$ cat src/rtl/mem_hazard_pkg.sv
// Shared types and constants for the MEM stage and its data-memory handshake.
// The FSM state is a plain 1-bit logic type so older tools that lack enum support can still use it.
package mem_hazard_pkg;

    localparam int unsigned DEF_DATA_W = 32;
    localparam int unsigned DEF_RD_W   = 5;

    typedef logic [0:0] mem_state_t;

    localparam mem_state_t IDLE = 1'b0;
    localparam mem_state_t BUSY = 1'b1;

    localparam logic BUS_IDLE_REQ = 1'b0;

endpackage

$ cat src/rtl/mem_hazard_if.sv
// Data-memory request/ready bus. The MEM stage is the master and the memory is the slave.
interface mem_hazard_if #(
    parameter int unsigned DATA_W = 32
) ();

    logic              req;
    logic              we;
    logic [DATA_W-1:0] addr;
    logic [DATA_W-1:0] wdata;
    logic              ready;
    logic [DATA_W-1:0] rdata;

    modport master (
        output req, we, addr, wdata,
        input  ready, rdata
    );

    modport slave (
        input  req, we, addr, wdata,
        output ready, rdata
    );

endinterface

$ cat src/rtl/mem_hazard_dmem_handshake.sv
// Data-memory access FSM: spends one setup cycle, then holds req until ready,
// and tells the MEM/WB register when to load and when to capture read data.
module mem_hazard_dmem_handshake
    import mem_hazard_pkg::*;
(
    input  logic clk,
    input  logic rst_n,
    input  logic access,
    input  logic misalign,
    input  logic ready,
    output logic req,
    output logic stall,
    output logic load,
    output logic done
);

    mem_state_t state_q, state_d;

    always_comb begin
        state_d = state_q;
        req     = BUS_IDLE_REQ;
        stall   = 1'b0;
        load    = 1'b0;
        done    = 1'b0;
        unique case (state_q)
            IDLE: begin
                if (access && !misalign) begin
                    state_d = BUSY;
                    stall   = 1'b1;
                end else begin
                    // A misaligned access is dropped: MEM/WB takes a bubble instead
                    load = !misalign;
                end
            end
            BUSY: begin
                req = 1'b1;
                if (ready) begin
                    load    = 1'b1;
                    done    = 1'b1;
                    state_d = IDLE;
                end else begin
                    stall = 1'b1;
                end
            end
        endcase
    end

    always_ff @(posedge clk or negedge rst_n) begin
        if (!rst_n) begin
            state_q <= IDLE;
        end else begin
            state_q <= state_d;
        end
    end

endmodule

$ cat src/rtl/mem_hazard.sv
// MEM stage of the RV32I pipeline: data-memory access, branch resolution and the MEM/WB register.
// Optional MEM_ALIGN_CHECK_EN adds misalign_MEM and drops misaligned accesses without a bus cycle.
module mem_hazard
    import mem_hazard_pkg::*;
#(
    parameter int unsigned DATA_W = DEF_DATA_W,
    parameter int unsigned RD_W   = DEF_RD_W
) (
    input  logic              clk,
    input  logic              rst_n,
    input  logic [DATA_W-1:0] PC_EXMEM,
    input  logic [DATA_W-1:0] read_Address_EXMEM,
    input  logic [DATA_W-1:0] write_Data_EXMEM,
    input  logic [RD_W-1:0]   rd_EXMEM,
    input  logic              branch_EXMEM,
    input  logic              zero_EXMEM,
    input  logic              memRead_EXMEM,
    input  logic              memWrite_EXMEM,
    input  logic              mem2reg_EXMEM,
    input  logic              RegWrite_EXMEM,
    mem_hazard_if.master      dmem,
    output logic              stall_MEM,
    output logic              PCSrc,
    output logic [DATA_W-1:0] read_data_MEMWB,
    output logic [DATA_W-1:0] alu_result_MEMWB,
    output logic [RD_W-1:0]   rd_MEMWB,
    output logic              mem2reg_MEMWB,
    output logic              RegWrite_MEMWB,
    output logic [DATA_W-1:0] memData_Out_MEMWB
`ifdef MEM_ALIGN_CHECK_EN
    ,
    output logic              misalign_MEM
`endif
);

    logic access;
    logic misalign;
    logic load;
    logic done;
    logic is_read;

    assign access  = memRead_EXMEM | memWrite_EXMEM;
    // A write wins when both control bits are set, so only pure reads capture rdata
    assign is_read = memRead_EXMEM & ~memWrite_EXMEM;

`ifdef MEM_ALIGN_CHECK_EN
    assign misalign = access & (read_Address_EXMEM[1:0] != 2'b00);
`else
    assign misalign = 1'b0;
`endif

    mem_hazard_dmem_handshake u_handshake (
        .clk      (clk),
        .rst_n    (rst_n),
        .access   (access),
        .misalign (misalign),
        .ready    (dmem.ready),
        .req      (dmem.req),
        .stall    (stall_MEM),
        .load     (load),
        .done     (done)
    );

    // EX/MEM is frozen by stall_MEM, so these stay stable for the whole access
    assign dmem.we    = memWrite_EXMEM;
    assign dmem.addr  = {read_Address_EXMEM[DATA_W-1:2], 2'b00};
    assign dmem.wdata = write_Data_EXMEM;

    assign PCSrc = branch_EXMEM & zero_EXMEM & ~stall_MEM;

    always_ff @(posedge clk or negedge rst_n) begin
        if (!rst_n) begin
            read_data_MEMWB  <= '0;
            alu_result_MEMWB <= '0;
            rd_MEMWB         <= '0;
            mem2reg_MEMWB    <= 1'b0;
            RegWrite_MEMWB   <= 1'b0;
        end else if (load) begin
            alu_result_MEMWB <= read_Address_EXMEM;
            rd_MEMWB         <= rd_EXMEM;
            mem2reg_MEMWB    <= mem2reg_EXMEM;
            RegWrite_MEMWB   <= RegWrite_EXMEM;
            if (done && is_read) begin
                read_data_MEMWB <= dmem.rdata;
            end
        end else begin
            // Bubble: keep data, suppress write-back so the instruction retires only once
            mem2reg_MEMWB  <= 1'b0;
            RegWrite_MEMWB <= 1'b0;
        end
    end

`ifdef MEM_ALIGN_CHECK_EN
    always_ff @(posedge clk or negedge rst_n) begin
        if (!rst_n) begin
            misalign_MEM <= 1'b0;
        end else begin
            misalign_MEM <= misalign;
        end
    end
`endif

    assign memData_Out_MEMWB = mem2reg_MEMWB ? read_data_MEMWB : alu_result_MEMWB;

endmodule

$ cat src/flat_wrapper.sv
// flat-port wrapper written by rule: the top's interface ports become plain ports
module mem_hazard_flat import mem_hazard_pkg::*;
#(
    parameter int unsigned DATA_W = DEF_DATA_W,
    parameter int unsigned RD_W   = DEF_RD_W
)
  (clk, rst_n, PC_EXMEM, read_Address_EXMEM, write_Data_EXMEM, rd_EXMEM, branch_EXMEM, zero_EXMEM, memRead_EXMEM, memWrite_EXMEM, mem2reg_EXMEM, RegWrite_EXMEM, stall_MEM, PCSrc, read_data_MEMWB, alu_result_MEMWB, rd_MEMWB, mem2reg_MEMWB, RegWrite_MEMWB, memData_Out_MEMWB, dmem_req, dmem_we, dmem_addr, dmem_wdata, dmem_ready, dmem_rdata);
  mem_hazard_if #(.DATA_W(DATA_W)) dmem_i ();
  input  logic clk;
  input  logic rst_n;
  input  logic [DATA_W-1:0] PC_EXMEM;
  input  logic [DATA_W-1:0] read_Address_EXMEM;
  input  logic [DATA_W-1:0] write_Data_EXMEM;
  input  logic [RD_W-1:0] rd_EXMEM;
  input  logic branch_EXMEM;
  input  logic zero_EXMEM;
  input  logic memRead_EXMEM;
  input  logic memWrite_EXMEM;
  input  logic mem2reg_EXMEM;
  input  logic RegWrite_EXMEM;
  output logic stall_MEM;
  output logic PCSrc;
  output logic [DATA_W-1:0] read_data_MEMWB;
  output logic [DATA_W-1:0] alu_result_MEMWB;
  output logic [RD_W-1:0] rd_MEMWB;
  output logic mem2reg_MEMWB;
  output logic RegWrite_MEMWB;
  output logic [DATA_W-1:0] memData_Out_MEMWB;
  output wire logic [$bits(dmem_i.req)-1:0] dmem_req;
  output wire logic [$bits(dmem_i.we)-1:0] dmem_we;
  output wire logic [$bits(dmem_i.addr)-1:0] dmem_addr;
  output wire logic [$bits(dmem_i.wdata)-1:0] dmem_wdata;
  input wire logic [$bits(dmem_i.ready)-1:0] dmem_ready;
  input wire logic [$bits(dmem_i.rdata)-1:0] dmem_rdata;
  assign dmem_req = dmem_i.req;
  assign dmem_we = dmem_i.we;
  assign dmem_addr = dmem_i.addr;
  assign dmem_wdata = dmem_i.wdata;
  assign dmem_i.ready = dmem_ready;
  assign dmem_i.rdata = dmem_rdata;
  mem_hazard #(.DATA_W(DATA_W), .RD_W(RD_W)) u_core (.clk(clk), .rst_n(rst_n), .PC_EXMEM(PC_EXMEM), .read_Address_EXMEM(read_Address_EXMEM), .write_Data_EXMEM(write_Data_EXMEM), .rd_EXMEM(rd_EXMEM), .branch_EXMEM(branch_EXMEM), .zero_EXMEM(zero_EXMEM), .memRead_EXMEM(memRead_EXMEM), .memWrite_EXMEM(memWrite_EXMEM), .mem2reg_EXMEM(mem2reg_EXMEM), .RegWrite_EXMEM(RegWrite_EXMEM), .dmem(dmem_i), .stall_MEM(stall_MEM), .PCSrc(PCSrc), .read_data_MEMWB(read_data_MEMWB), .alu_result_MEMWB(alu_result_MEMWB), .rd_MEMWB(rd_MEMWB), .mem2reg_MEMWB(mem2reg_MEMWB), .RegWrite_MEMWB(RegWrite_MEMWB), .memData_Out_MEMWB(memData_Out_MEMWB));
endmodule
$ cat config.mk
export PLATFORM = sky130hd
export DESIGN_NAME = mem_hazard_flat
export DESIGN_NICKNAME = d
export VERILOG_FILES = /design/src/rtl/mem_hazard_pkg.sv /design/src/rtl/mem_hazard_if.sv /design/src/rtl/mem_hazard_dmem_handshake.sv /design/src/rtl/mem_hazard.sv /design/src/flat_wrapper.sv
export SDC_FILE = /design/constraint.sdc
export NUM_CORES = 1
export LEC_CHECK = 0
export BUFFER_PORTS_ARGS = -buffer_cell sky130_fd_sc_hd__clkbuf_2
export CORE_AREA = 2 2 123 125
export CTS_CLUSTER_SIZE = 16
export DETAILED_ROUTE_END_ITERATION = 12
export DIE_AREA = 0 0 125 127
export GPL_TIMING_DRIVEN = 0
export MAX_ROUTING_LAYER = met4
export PLACE_DENSITY_LB_ADDON = 0.08
export SLEW_MARGIN = 25
export SYNTH_ARGS = -nofsm -noshare
export SYNTH_HDL_FRONTEND = slang
export SYNTH_HIERARCHICAL = 1
export SYNTH_SLANG_ARGS = --single-unit
export TNS_END_PERCENT = 50
$ cat constraint.sdc
create_clock -name clk -period 1.9 [get_ports clk]
set_input_delay 0.475 -clock clk [delete_from_list [all_inputs] [get_ports clk]]
set_output_delay 0.475 -clock clk [all_outputs]
set_load 0.05 [all_outputs]
**Yosys cells after proc, flatten, opt, wreduce, memory -nomap -nowiden**

Cells that the tools add are included.
W data, S select, Z words.

- Input port bits: 142
- Logic and storage cells: 26
- Output and inout port bits: 171
- Register bits: 72

- Bitwise logic cells: 7
- Mux-type cells: 11
- Reduce and logical (&&, ||, !) cells: 2

Operator list:

| kind | count |
|---|---|
| $mux W32 | 1 |
| $mux W1 | 8 |
| $pmux W1 S2 | 2 |
| $and A1 B1 Y1 | 3 |
| $not A1 Y1 | 3 |
| $reduce_and A2 Y1 | 1 |
| $logic_and A1 B1 Y1 | 1 |
| $or A1 B1 Y1 | 1 |

**Longest topological paths before layout**

- Depth after elaboration: 5
- Mapped depth: 6
- Depth with buffers taken out: 5

**Modules after synthesis**

The synthesis kept the hierarchy.

Modules (own cells, without submodules):

| module | area an instance (um^2) | times used | cells an instance |
|---|---|---|---|
| mem_hazard | 3,503.4 | 1 | 255 |
| mem_hazard_dmem_handshake | 61.3 | 1 | 6 |

**Least setup slack after synthesis**

No wires, ideal clock.

- Path kind: reg2out
- Start: register u_core.u_handshake.state_q
- End: output port PCSrc
- Setup slack: -727 ps
- Cell stages (with the launch flop): 3
- Buffers on the path: 0
- Data arrival time: 2,152 ps
- Path through: dfrtp_1 > mux2i_1 > nor2_1

- Word-level cells in the longest chain between the ends: 4

Ends and longest elaborated chain:

| what | line | RTL |
|---|---|---|
| start: declaration | mem_hazard_dmem_handshake.sv:17 | `mem_state_t state_q, state_d;` |
| start signal: assignment | mem_hazard_dmem_handshake.sv:52 | `state_q <= state_d;` |
| $not A1 Y1 | - |  |
| $pmux W1 S2 (*) | mem_hazard_dmem_handshake.sv:25 | `unique case (state_q)` |
| named net stall_MEM | flat_wrapper.sv:21 | `output logic stall_MEM;` |
| $not A1 Y1 (*) | mem_hazard.sv:69 | `assign PCSrc = branch_EXMEM & zero_EXMEM & ~stall_MEM;` |
| $and A1 B1 Y1 (*) | mem_hazard.sv:69 |  |
| end: declaration | flat_wrapper.sv:22 | `output logic PCSrc;` |

Mark *: on every way through the listed nets, which the timed path passes. The rest lies on a longest branch.

**Worst setup path in the final report**

- Start: register u_core.mem2reg_MEMWB
- End: output port memData_Out_MEMWB[4]

- Word-level cells in the longest chain between the ends: 1

Ends and longest elaborated chain:

| what | line | RTL |
|---|---|---|
| start: declaration | mem_hazard.sv:27 | `output logic mem2reg_MEMWB,` |
| start signal: assignment | mem_hazard.sv:81 | `mem2reg_MEMWB <= mem2reg_EXMEM;` |
| $mux W32 | mem_hazard.sv:103 | `assign memData_Out_MEMWB = mem2reg_MEMWB ? read_data_MEMWB : alu_result_MEMWB;` |
| end: declaration | flat_wrapper.sv:28 | `output logic [DATA_W-1:0] memData_Out_MEMWB;` |

No other way between the ends.

==> impl_metrics.ini <==
[finish]
antenna_cells = 0
regArea_sq_um = 1803
fin_cells = 710
final_cell_mix = 211 x clkbuf_2, 71 x dfrtp_1, 71 x mux2_2
n_fill_cell = 1467
multi_input_area_sq_um = 1261
drive_gt1_share_pct = 78.71
area_growth_pct = 54.19
fin_util_pct = 38.11
layout_commonest_cell = clkbuf_2
final_nets = 663

[power]
p_per_area_nw_per_um2 = 1365
p_leak_nw = 2.960
totalPowerFinal_mw = 7.502
ir_worst_vdd_mv = 0.7326

[timing]
worst_slew_pin_slew_ns = 0.5909
report.final.slew_viol_count = 0
finalCritPeriodShare_pct = 104.6
max-slew-margin-rel_pct = 60.60
period_needed_ns = 1.988
hold_viol = 0
rsz0062_at_grt = true
setup_viol = 32
clock_skew_ns = 0.004444
fmax_ghz = 0.5030
worst_slack_ns = -0.08812
setup_tns_ns = -2.232
fin_hold_ws_ns = 0.1426

[setup_path]
path_cells = buf_6 > mux2_2 > clkbuf_4
rrSetupSlack_ns = 0.21
end_kind = output port
worstSetupPathType = reg2out
slowest_delay_ns = 0.43
cp.required_ns = 1.42
reg2reg_to = u_core/read_data_MEMWB[18]
ff2ff_path_depth = 5
worstPathArrival_ns = 1.51
slowest_stage = dfrtp_2
reg2reg_from = u_core/u_handshake/state_q
cp-start-kind = flop
crit_path_max_fanout = 10

[die]
fp-row-count = 44
die_x_microns = 125
die_area_sq_um = 15880
ioPinCount = 313
core_sq_um = 14420
die_h_microns = 127
initial_core_util_pct = 24.71

[yosys]
yosysTopAreaCell = dfrtp_1
synthTopCellsByArea = dfrtp_1 51%, mux2_2 22%, buf_4 14%, mux2_1 10%, buf_2 1.3%
synth_top_area_share_pct = 50.54
ys_seq_area_share_pct = 50.54
syn_area_sq_um = 3565
yosys_warnings = 6
ys_ff_latch = 72
synth_cell_types = 17
syn_area_per_cell_sq_um = 13.66
synthCells = 261

[route]
wl_per_cell_microns = 13.87
drc = 0
drt-total-wl_mm = 9.851
antenna_left = 0
viasPerCell = 4.069
vias = 2889
drtIter0Drc = 69
first_pass_iters = 5

[global_routing]
grt_pass1_vias = 2878
grt_pass1_wl_mm = 15.04
grt_use_total_pct = 12.70
antenna_found_initial = 0
gr-total-overflow = 0
grt_max_degree = 73

[clock_network]
htree_levels = 3
numCtsBuffers = 9
cts_num_sinks = 72
clkTransAtPathRegs_ns = 0.06
clockRootBuffer = clkbuf_16
cts_tree = done
clk_path_buf_depth = 2
clk_latency_ns = 0.34

[placement]
place_congestion = 0.7226
dpl.cell_count = 694
port_buffers = 246
dp_hpwl_mm = 7.591

[flow_run]
max-cap-violations = 0

[worst_hold_path]
hp-class = in2async

[outcome]
violations = setup timing
outcome = finished with violations
[worst max-delay path, delay by kind of cell, from the launching register on]
family | cells | cell delay [ns]
mux | 1 | 0.35
flops | 1 | 0.43
buf+inv | 2 | 0.39
[flip-flops by register name, indices dropped and copies added, names as in the netlist]
| signal | count |
|---|---|
| u_core/RegWrite_MEMWB | 1 |
| u_core/read_data_MEMWB | 32 |
| u_core/rd_MEMWB | 5 |
| u_core/u_handshake/state_q | 1 |
| u_core/alu_result_MEMWB | 32 |
| u_core/mem2reg_MEMWB | 1 |
[synth_stat cells]
cell,number
buf_2,9
clkbuf_1,1
mux2_2,69
and2_1,2
dfrtp_1,72
mux2i_1,1
and2_4,1
nand2b_1,1
or2_2,1
or2_1,1
mux2_1,32
nor3_1,1
nand2_1,1
buf_4,66
nand4b_2,1
conb_1,1
nor2_1,1
[cell families after synthesis]
logic type / synth area share [%]
multiplexers: 32.19
buffers and inverters: 15.27
flip-flops: 50.54
AND/OR/NAND/NOR: 1.895
other: 0.1052
[worst max path at each step]
| stage | from | endpoint | slack [ns] | cells after the start |
|---|---|---|---|---|
| detailed placement | memWrite_EXMEM | u_core/alu_result_MEMWB[29] | -0.41 | 7 |
| floorplan | memWrite_EXMEM | u_core/alu_result_MEMWB[23] | -0.04 | 6 |
| global placement | rst_n | u_core/mem2reg_MEMWB | -0.53 | 1 |
| finish | u_core/mem2reg_MEMWB | memData_Out_MEMWB[4] | -0.09 | 3 |
| CTS | u_core/mem2reg_MEMWB | memData_Out_MEMWB[4] | -0.14 | 3 |
| global route | u_core/mem2reg_MEMWB | memData_Out_MEMWB[4] | -0.18 | 3 |
[timing repair]
action,CTS,global route
endpoints found under the setup margin,67,72
buffers inserted,1,0
resized for setup,48,6
hold buffers,0,0
[metal layers]
metal | global-route usage [%] | up-vias | part of all wire, %
met1 | 13.71 | 1359 | 39
met3 | 5.235 | 12 | 9.3
li1 | - | 1344 | -
met2 | 21.29 | 174 | 51
met4 | 4.248 | 0 | 1.3
met5 | - | - | 0
[per-stage QoR]
stage	setup WS (ns)	instance area, sq um
after floorplan	-0.03516	3597
after global placement	-0.5285	5059
after detailed placement	-0.4123	5067
after CTS	-0.1418	5474
after global routing	-0.1770	5497
final	-0.08812	5497
[report_power, final]
part | switching [mW] | internal, mW
registers | 0.282 | 1.91
clock network | 0.636 | 0.910
logic | 2.72 | 1.05
[area by class of cell]
type,count,area share (%)
multi-input cells,116,22.95
plain buffers,75,10.63
clock buffers,12,4.484
repair buffers,247,24.58
well taps,184,4.188
flip-flops and latches,72,32.80
clock inverters,4,0.3642
Power figures use the tool's default switching activity.
